## src/rtl/hdmi_rd_arbiter.sv

```systemverilog
// Two-port arbiter sharing one DRAM read-address issue channel (kick/busy handshake).
// Port 0 (display prefetch) has bounded priority; a watchdog flags a stalled read master.
module hdmi_rd_arbiter #(
  parameter int unsigned PRIO0      = 1,
  parameter int unsigned MAX_BURST0 = 4,
  parameter int unsigned TIMEOUT    = 1024
) (
  input  logic        clk_vga,
  input  logic        rst_n,
  input  logic        req0_kick,
  input  logic [31:0] req0_addr,
  input  logic [31:0] req0_num,
  output logic        req0_busy,
  input  logic        req1_kick,
  input  logic [31:0] req1_addr,
  input  logic [31:0] req1_num,
  output logic        req1_busy,
  output logic        m_kick,
  input  logic        m_busy,
  output logic [31:0] m_read_addr,
  output logic [31:0] m_read_num,
  output logic [1:0]  grant,
  output logic        timeout_err
);

  typedef enum logic [1:0] {
    S_IDLE    = 2'd0,
    S_ISSUE   = 2'd1,
    S_ACTIVE  = 2'd2,
    S_RELEASE = 2'd3
  } state_t;

  localparam logic [3:0]  C_MAX_BURST0 = 4'(MAX_BURST0);
  localparam logic [15:0] C_TIMEOUT    = 16'(TIMEOUT);

  state_t      r_state;
  state_t      w_state_nxt;
  logic        r_m_kick;
  logic [1:0]  r_grant;
  logic [31:0] r_addr;
  logic [31:0] r_num;
  logic        r_last_grant;   // 1 = port 1 was served last
  logic [3:0]  r_burst0_cnt;
  logic [15:0] r_wd_cnt;
  logic        r_timeout_err;
  logic        w_grant_evt;
  logic        w_pick1;
  logic [15:0] w_wd_inc;

  assign w_grant_evt = (r_state == S_IDLE) && (req0_kick || req1_kick);
  assign w_wd_inc    = r_wd_cnt + 16'd1;

  // Winner selection for the IDLE cycle in which a kick is sampled.
  always_comb begin
    w_pick1 = 1'b0;
    if (req0_kick && req1_kick) begin
      if (PRIO0 != 0) begin
        w_pick1 = (r_burst0_cnt == C_MAX_BURST0);
      end else begin
        w_pick1 = ~r_last_grant;
      end
    end else if (req1_kick) begin
      w_pick1 = 1'b1;
    end else begin
      w_pick1 = 1'b0;
    end
  end

  // Next-state logic of the issue FSM.
  always_comb begin
    w_state_nxt = r_state;
    case (r_state)
      S_IDLE: begin
        if (w_grant_evt) w_state_nxt = S_ISSUE;
        else             w_state_nxt = S_IDLE;
      end
      S_ISSUE: begin
        if (m_busy) w_state_nxt = S_ACTIVE;
        else        w_state_nxt = S_ISSUE;
      end
      S_ACTIVE: begin
        if (!m_busy) w_state_nxt = S_RELEASE;
        else         w_state_nxt = S_ACTIVE;
      end
      S_RELEASE: w_state_nxt = S_IDLE;
      default:   w_state_nxt = S_IDLE;
    endcase
  end

  // FSM state register.
  always_ff @(posedge clk_vga or negedge rst_n) begin
    if (!rst_n) r_state <= S_IDLE;
    else        r_state <= w_state_nxt;
  end

  // Grant, latched request and master kick registers.
  always_ff @(posedge clk_vga or negedge rst_n) begin
    if (!rst_n) begin
      r_m_kick     <= 1'b0;
      r_grant      <= 2'b00;
      r_addr       <= 32'd0;
      r_num        <= 32'd0;
      r_last_grant <= 1'b1;
    end else begin
      if (w_grant_evt) begin
        r_m_kick     <= 1'b1;
        r_grant      <= w_pick1 ? 2'b10 : 2'b01;
        r_addr       <= w_pick1 ? req1_addr : req0_addr;
        r_num        <= w_pick1 ? req1_num  : req0_num;
        r_last_grant <= w_pick1;
      end else if (r_state == S_ISSUE && m_busy) begin
        r_m_kick <= 1'b0;
      end else if (r_state == S_RELEASE) begin
        r_grant <= 2'b00;
      end
    end
  end

  // Consecutive port-0 wins counted only while port 1 is being held off.
  always_ff @(posedge clk_vga or negedge rst_n) begin
    if (!rst_n) begin
      r_burst0_cnt <= 4'd0;
    end else if (w_grant_evt) begin
      if (w_pick1) begin
        r_burst0_cnt <= 4'd0;
      end else if (req1_kick && (r_burst0_cnt < C_MAX_BURST0)) begin
        r_burst0_cnt <= r_burst0_cnt + 4'd1;
      end
    end
  end

  // Watchdog: counts ISSUE cycles; the error flag is sticky until reset.
  always_ff @(posedge clk_vga or negedge rst_n) begin
    if (!rst_n) begin
      r_wd_cnt      <= 16'd0;
      r_timeout_err <= 1'b0;
    end else if (w_grant_evt) begin
      r_wd_cnt <= 16'd0;
    end else if (r_state == S_ISSUE) begin
      if (r_wd_cnt != 16'hFFFF) r_wd_cnt <= w_wd_inc;
      if (w_wd_inc == C_TIMEOUT) r_timeout_err <= 1'b1;
    end
  end

  assign m_kick      = r_m_kick;
  assign grant       = r_grant;
  assign m_read_addr = r_addr;
  assign m_read_num  = r_num;
  assign timeout_err = r_timeout_err;
  assign req0_busy   = r_grant[0] & m_busy;
  assign req1_busy   = r_grant[1] & m_busy;

endmodule

```

## config.mk

```make
export PLATFORM = sky130hd
export DESIGN_NAME = hdmi_rd_arbiter
export DESIGN_NICKNAME = d
export VERILOG_FILES = /design/src/rtl/hdmi_rd_arbiter.sv
export SDC_FILE = /design/constraint.sdc
export NUM_CORES = 1
export LEC_CHECK = 0
export CORE_ASPECT_RATIO = 1.25
export CORE_UTILIZATION = 45
export DETAILED_ROUTE_END_ITERATION = 6
export PLACE_DENSITY = 0.92
export SYNTH_ARGS = -nofsm -noshare
export SYNTH_HDL_FRONTEND = slang
export SYNTH_SLANG_ARGS = --single-unit
```

## constraint.sdc

```tcl
create_clock -name clk_vga -period 3.4 [get_ports clk_vga]
set_input_delay 0.68 -clock clk_vga [delete_from_list [all_inputs] [get_ports clk_vga]]
set_output_delay 0.68 -clock clk_vga [all_outputs]
set_load 0.01 [all_outputs]
```

## Word-level counts from Yosys, hierarchy flattened

Index checks and enable logic that the tools add are counted.

- Output and inout port bits: 70
- Bits of input ports: 133
- Logic and storage cells: 55
- Bits in registers: 90

- Reductions and logical operators: 15
- Equality and inequality tests: 7
- Multiplexer cells: 19
- Magnitude comparators: 1
- Bitwise logic cells: 3
- Add/sub/neg operators: 2

Operators by type and width:

| cell | count |
|---|---|
| two-way mux 32 bit | 2 |
| two-way mux 16 bit | 3 |
| adder 16 x 1 -> 16 bit, second input constant | 1 |
| == test 16 x 11 -> 1 bit, second input constant | 1 |
| inequality test 16 bit, second input constant | 1 |
| two-way mux 2 bit | 5 |
| nonzero test 2 bit | 5 |
| two-way mux 4 bit | 2 |
| one-hot mux 2 bit (4 select lines) | 1 |
| two-way mux 1 bit | 6 |
| AND reduction 2 bit | 3 |
| adder 4 x 1 -> 4 bit, second input constant | 1 |
| == test 2 bit, second input constant | 2 |
| == test 4 x 3 -> 1 bit, second input constant | 1 |
| logical AND 1 bit | 4 |
| < comparator 4 x 3 -> 1 bit, second input constant | 1 |
| AND reduction 3 bit | 1 |
| bitwise AND 1 bit | 2 |
| == test 2 x 1 -> 1 bit, second input constant | 1 |
| zero test 2 bit | 1 |
| inequality test 2 bit, second input constant | 1 |
| logical OR 1 bit | 1 |
| inverter 1 bit | 1 |

## Depth between registers and ports, before layout

- Word-level depth: 4
- Mapped depth: 9
- Mapped depth without buffers: 7

## Worst setup path after synthesis

OpenSTA, ideal clock, no wires.

- Kind: flip-flop to flip-flop
- Start: register r_wd_cnt[0]
- End: register r_wd_cnt[5]
- Path buffers: 0
- Stages on the path, launching flop included: 7
- Path slack: 1456 ps
- Library setup time: 121 ps
- Arrival: 1823 ps
- Period minus slack after synthesis: 1944 ps
- Required time: 3279 ps
- Path through: dfrtp_1 ha_1 nand2_1 nor4_4 a31oi_4 mux2_4 a22o_1

- Longest elaborated chain between the ends: 4
- Elaborated cells between the ends (all ways): 7
- Classes of those cells: add/sub (1); eq/ne (1); mux (3); reduce/logical (2)

Ends and longest elaborated chain:

| what | RTL line | RTL |
|---|---|---|
| from (decl) | 44 | `logic [15:0] r_wd_cnt;` |
| from (signal assigned) | 140 | `if (r_wd_cnt != 16'hFFFF) r_wd_cnt <= w_wd_inc;` |
| adder 16 x 1 -> 16 bit | 51 | `assign w_wd_inc = r_wd_cnt + 16'd1;` |
| two-way mux 16 bit | 140 |  |
| two-way mux 16 bit | 139 | `end else if (r_state == S_ISSUE) begin` |
| two-way mux 16 bit | 137 | `end else if (w_grant_evt) begin` |

Several ways; a longest one is shown, not always the timed one. The select of a mux whose other input is x is not followed.
A chain may end at the register's enable or synchronous reset.

## Worst setup path after layout

- Start: input m_busy
- End: output req0_busy

- Longest elaborated chain between the ends: 1

Ends and longest elaborated chain:

| what | RTL line | RTL |
|---|---|---|
| from (decl) | 19 | `input logic m_busy,` |
| bitwise AND 1 bit | 150 | `assign req0_busy = r_grant[0] & m_busy;` |
| to (decl) | 13 | `output logic req0_busy,` |

Every way passes these cells.

==> run_results.csv <==
group,metric,value,unit
global_routing,antenna_found_initial,0,
power,pwr-share-comb,0.468,
power,p_clk_frac,0.188,
floorplanning,row_count,40,
cts,clkSinkCount,90,
power,intPower,3360,uW
cells_and_area,layout-drive-gt1-share,0.0492,
critical_path,cp.required,2.72,ns
timing,setup_viol,0,
cells_and_area,postLayoutCoreUtil,0.716,
timing,slew_violations,0,
yosys,synth_flop_cell,"dfrtp_1",
yosys,synth_fa_ha_area_frac,0.00845,
global_routing,grt_max_degree,91,
flow_run,maxCapViolations,0,
timing,period_needed,2.58,ns
cts,clockBufferDepth,2,
timing,fin_skew,0.00599,ns
route,ant_nets,0,
timing,worst_slack,0.817,ns
yosys,synth_edf_count,0,
outcome,status,"complete, no violations",
place,pre_cts_ws,0.754,ns
global_routing,grt_pass1_wl,21400,um
timing,max_freq,387,MHz
critical_path,crit_arrival,1.90,ns
critical_path,critPathKind,"in2out",
floorplanning,io_pins,203,
power,peakVddDrop,0.469,mV
critical_path,critPathLaunchType,"input port",
worst_hold_path,hold_path_class,"reg2reg",
critical_path,slowest_delay,0.54,ns
timing,fin_setup_tns,0,ns
floorplanning,fp.dieArea,10300,um2
timing,slew_headroom,0.246,
timing,hold_violations,0,
route,wirelength,12900,um
cells_and_area,syn2layout_area_growth,54.9,%
yosys,synth_cell_types,43,
cts,cts-buffers-inserted,9,
route,wl_per_cell,15.4,um
route,via_count,4591,
cells_and_area,multi_input_area,2040,um2
critical_path,cp_top_family,"buffers and inverters",
power,p_leak,0.00300,uW
place,globalplace.congestion,0.906,
cts,root_buffer,"clkbuf_16",
yosys,syn-cell-area,4440,um2
yosys,synth_top_family_by_area,"simple AND/OR/NAND/NOR gates",
floorplanning,die_w,90.9,um
cts,clk_latency,0.34,ns
yosys,seq_area_frac_synth,0.507,
cts,cts_hold_buf,0,
cells_and_area,final_cells,838,
yosys,syn-num-nets,660,
cts,clk_pin_slew_worst_paths,0.06,ns
cells_and_area,ff_latch_area,2250,um2
cells_and_area,final_nets,843,
timing,whs,0.488,ns
place,hpwl,9420,um
cells_and_area,fillers,708,
yosys,synth_compound_area_frac,0.0535,
critical_path,crit_path_frequent_cell,"clkdlybuf4s50_1",
critical_path,cp_max_fo,4,
critical_path,cp-end-kind,"primary output",
yosys,synthXorXnorAreaFrac,0.0138,
cts,cts_setup_buffers,0,
floorplanning,start_util,0.462,
global_routing,track_usage,0.261,
yosys,synthArstFlopShare,1.00,
floorplanning,core-area,9610,um2
power,seq_power_share,0.344,
place,dp_cells,822,
route,vias_per_cell,5.48,
cts,htree_levels,3,
power,switching_share,0.361,
timing,worstMarginPinSlew,1.13,ns
yosys,yosysWarnings,0,
floorplanning,die_h,113,um
yosys,synth-simple-area-share,0.346,
global_routing,grt_pass1_vias,4545,
power,power.density,764,nW/um2
critical_path,cp_cell_sequence,"clkdlybuf4s50_1 -> and2_1 -> clkdlybuf4s50_1",
yosys,synth_cells,524,
route,post-route-drc-count,0,
place,portBuffers,202,
yosys,ys_seq_elements,90,
cts,cts_tree,"yes",
yosys,syn_area_per_cell,8.47,um2
critical_path,cpMaxStageDelayCell,"clkdlybuf4s50_1",
route,drt_iter0_markers,244,
power,switchingPower,1900,uW
global_routing,grt_overflow_total,0,
critical_path,cp.buffers_inverters,2,
cts,post_cts_resized,0,
cells_and_area,antenna_cells,0,
yosys,muxShareOfSynthArea,0.0307,
timing,rsz0062_at_grt,"false",
route,drt-pass1-iter-count,5,
timing,min_period_over_period,0.760,
path summary, 6_finish.rpt:
| check | startpoint | endpoint | slack, ns | depth (start not counted) |
|---|---|---|---|---|
| worst max-delay path | m_busy | req0_busy | 0.82 | 3 |
| worst max register to register | r_wd_cnt[0] | r_wd_cnt[5] | 1.01 | 6 |
| worst min register to register | m_read_num[9] | m_read_num[9] | 0.49 | 2 |
| max in group asynchronous | rst_n | r_wd_cnt[11] | 2.12 | 1 |
| worst min-delay path | m_read_num[9] | m_read_num[9] | 0.49 | 2 |
| min in group asynchronous | rst_n | m_read_addr[20] | 0.54 | 1 |
power groups by stage:
stage / logic, uW / clock network [uW] / registers, uW
finish: 2460 / 990 / 1810
global route: 2690 / 1050 / 1870
CTS: 2480 / 1010 / 1800
detailed placement: 2470 / 0 / 1820
global placement: 2390 / 0 / 1790
floorplan: 1040 / 0 / 1930
tightest hold or removal path, cell delays in order, from the launching register on:
cell and delay (ns):
dfrtp_1 0.34, nand2_1 0.05, nand3_1 0.07
through the flow:
step	power (uW)	instance area, um2
after detailed placement	4290	6580
after CTS	5290	6880
after floorplan	2970	4440
after global placement	4170	6580
after global routing	5600	6880
final	5250	6880
routing by layer:
metal  global-route usage  part of all wire  vias up  wire, um
met2                0.455              0.51      230      6640
met3               0.0544             0.070       40       897
met5                    0                 0        -         0
met1                0.303              0.38     2162      4920
met4                0.133             0.034        0       440
li1                     -                 -     2159         -
cells in the final DEF (no fill, tap or decap), types with 3 or more instances in the layout:
| master | count |
|---|---|
| clkdlybuf4s50_1 | 201 |
| nand2_1 | 145 |
| nand3_1 | 145 |
| dfrtp_1 | 90 |
| nor2_1 | 13 |
| mux2i_1 | 11 |
| clkbuf_16 | 9 |
| o21ai_0 | 8 |
| inv_1 | 7 |
| buf_4 | 7 |
| xnor2_1 | 5 |
| and3_1 | 5 |
| nor3_1 | 5 |
| nor4_1 | 4 |
| a22o_1 | 4 |
| and2_1 | 3 |
| a21oi_1 | 3 |
| ha_1 | 3 |
sequential cells by signal, summed over array words and instances, names as in the netlist, named ones only:
signal        count
r_wd_cnt         16
grant             2
r_burst0_cnt      4
timeout_err       1
m_read_num       32
r_state           1
m_read_addr      32
m_kick            1
cell families after synthesis:
group / Yosys count
AO/OA/AOI/OAI: 33
XOR/XNOR: 7
adder cells (fa/ha/maj): 3
buffers and inverters: 45
flip-flops: 90
multiplexers: 13
AND/OR/NAND/NOR: 333
cells in the mapped netlist (2+ instances only):
cell,count,area [um2]
nor3_1,6,30.0
o21bai_1,2,15.0
buf_1,4,15.0
buf_2,4,20.0
nor2_1,13,48.8
o21ai_1,2,10.0
o22ai_1,2,12.5
o21ai_0,8,40.0
xor2_1,2,17.5
nand3_1,145,726
nor4_1,4,25.0
a22o_1,4,35.0
a31o_2,2,17.5
ha_1,3,37.5
xnor2_1,5,43.8
a41oi_1,2,17.5
nor3b_1,2,15.0
a21oi_1,3,15.0
and3_1,5,31.3
nand4_1,2,12.5
clkbuf_1,29,109
a21o_1,2,15.0
inv_1,7,26.3
o21a_1,2,15.0
dfrtp_1,90,2250
and2_1,3,18.8
mux2i_1,11,110
nand2_1,145,544
cell type report:
cell class,count,area share
Timing Repair Buffer,210,0.306
Clock buffer,12,0.0358
Inverter,7,0.00382
Sequential cell,90,0.327
Tap cell,126,0.0229
Clock inverter,4,0.00746
Multi-Input combinational cell,389,0.297
Power figures use the tool's default switching activity.
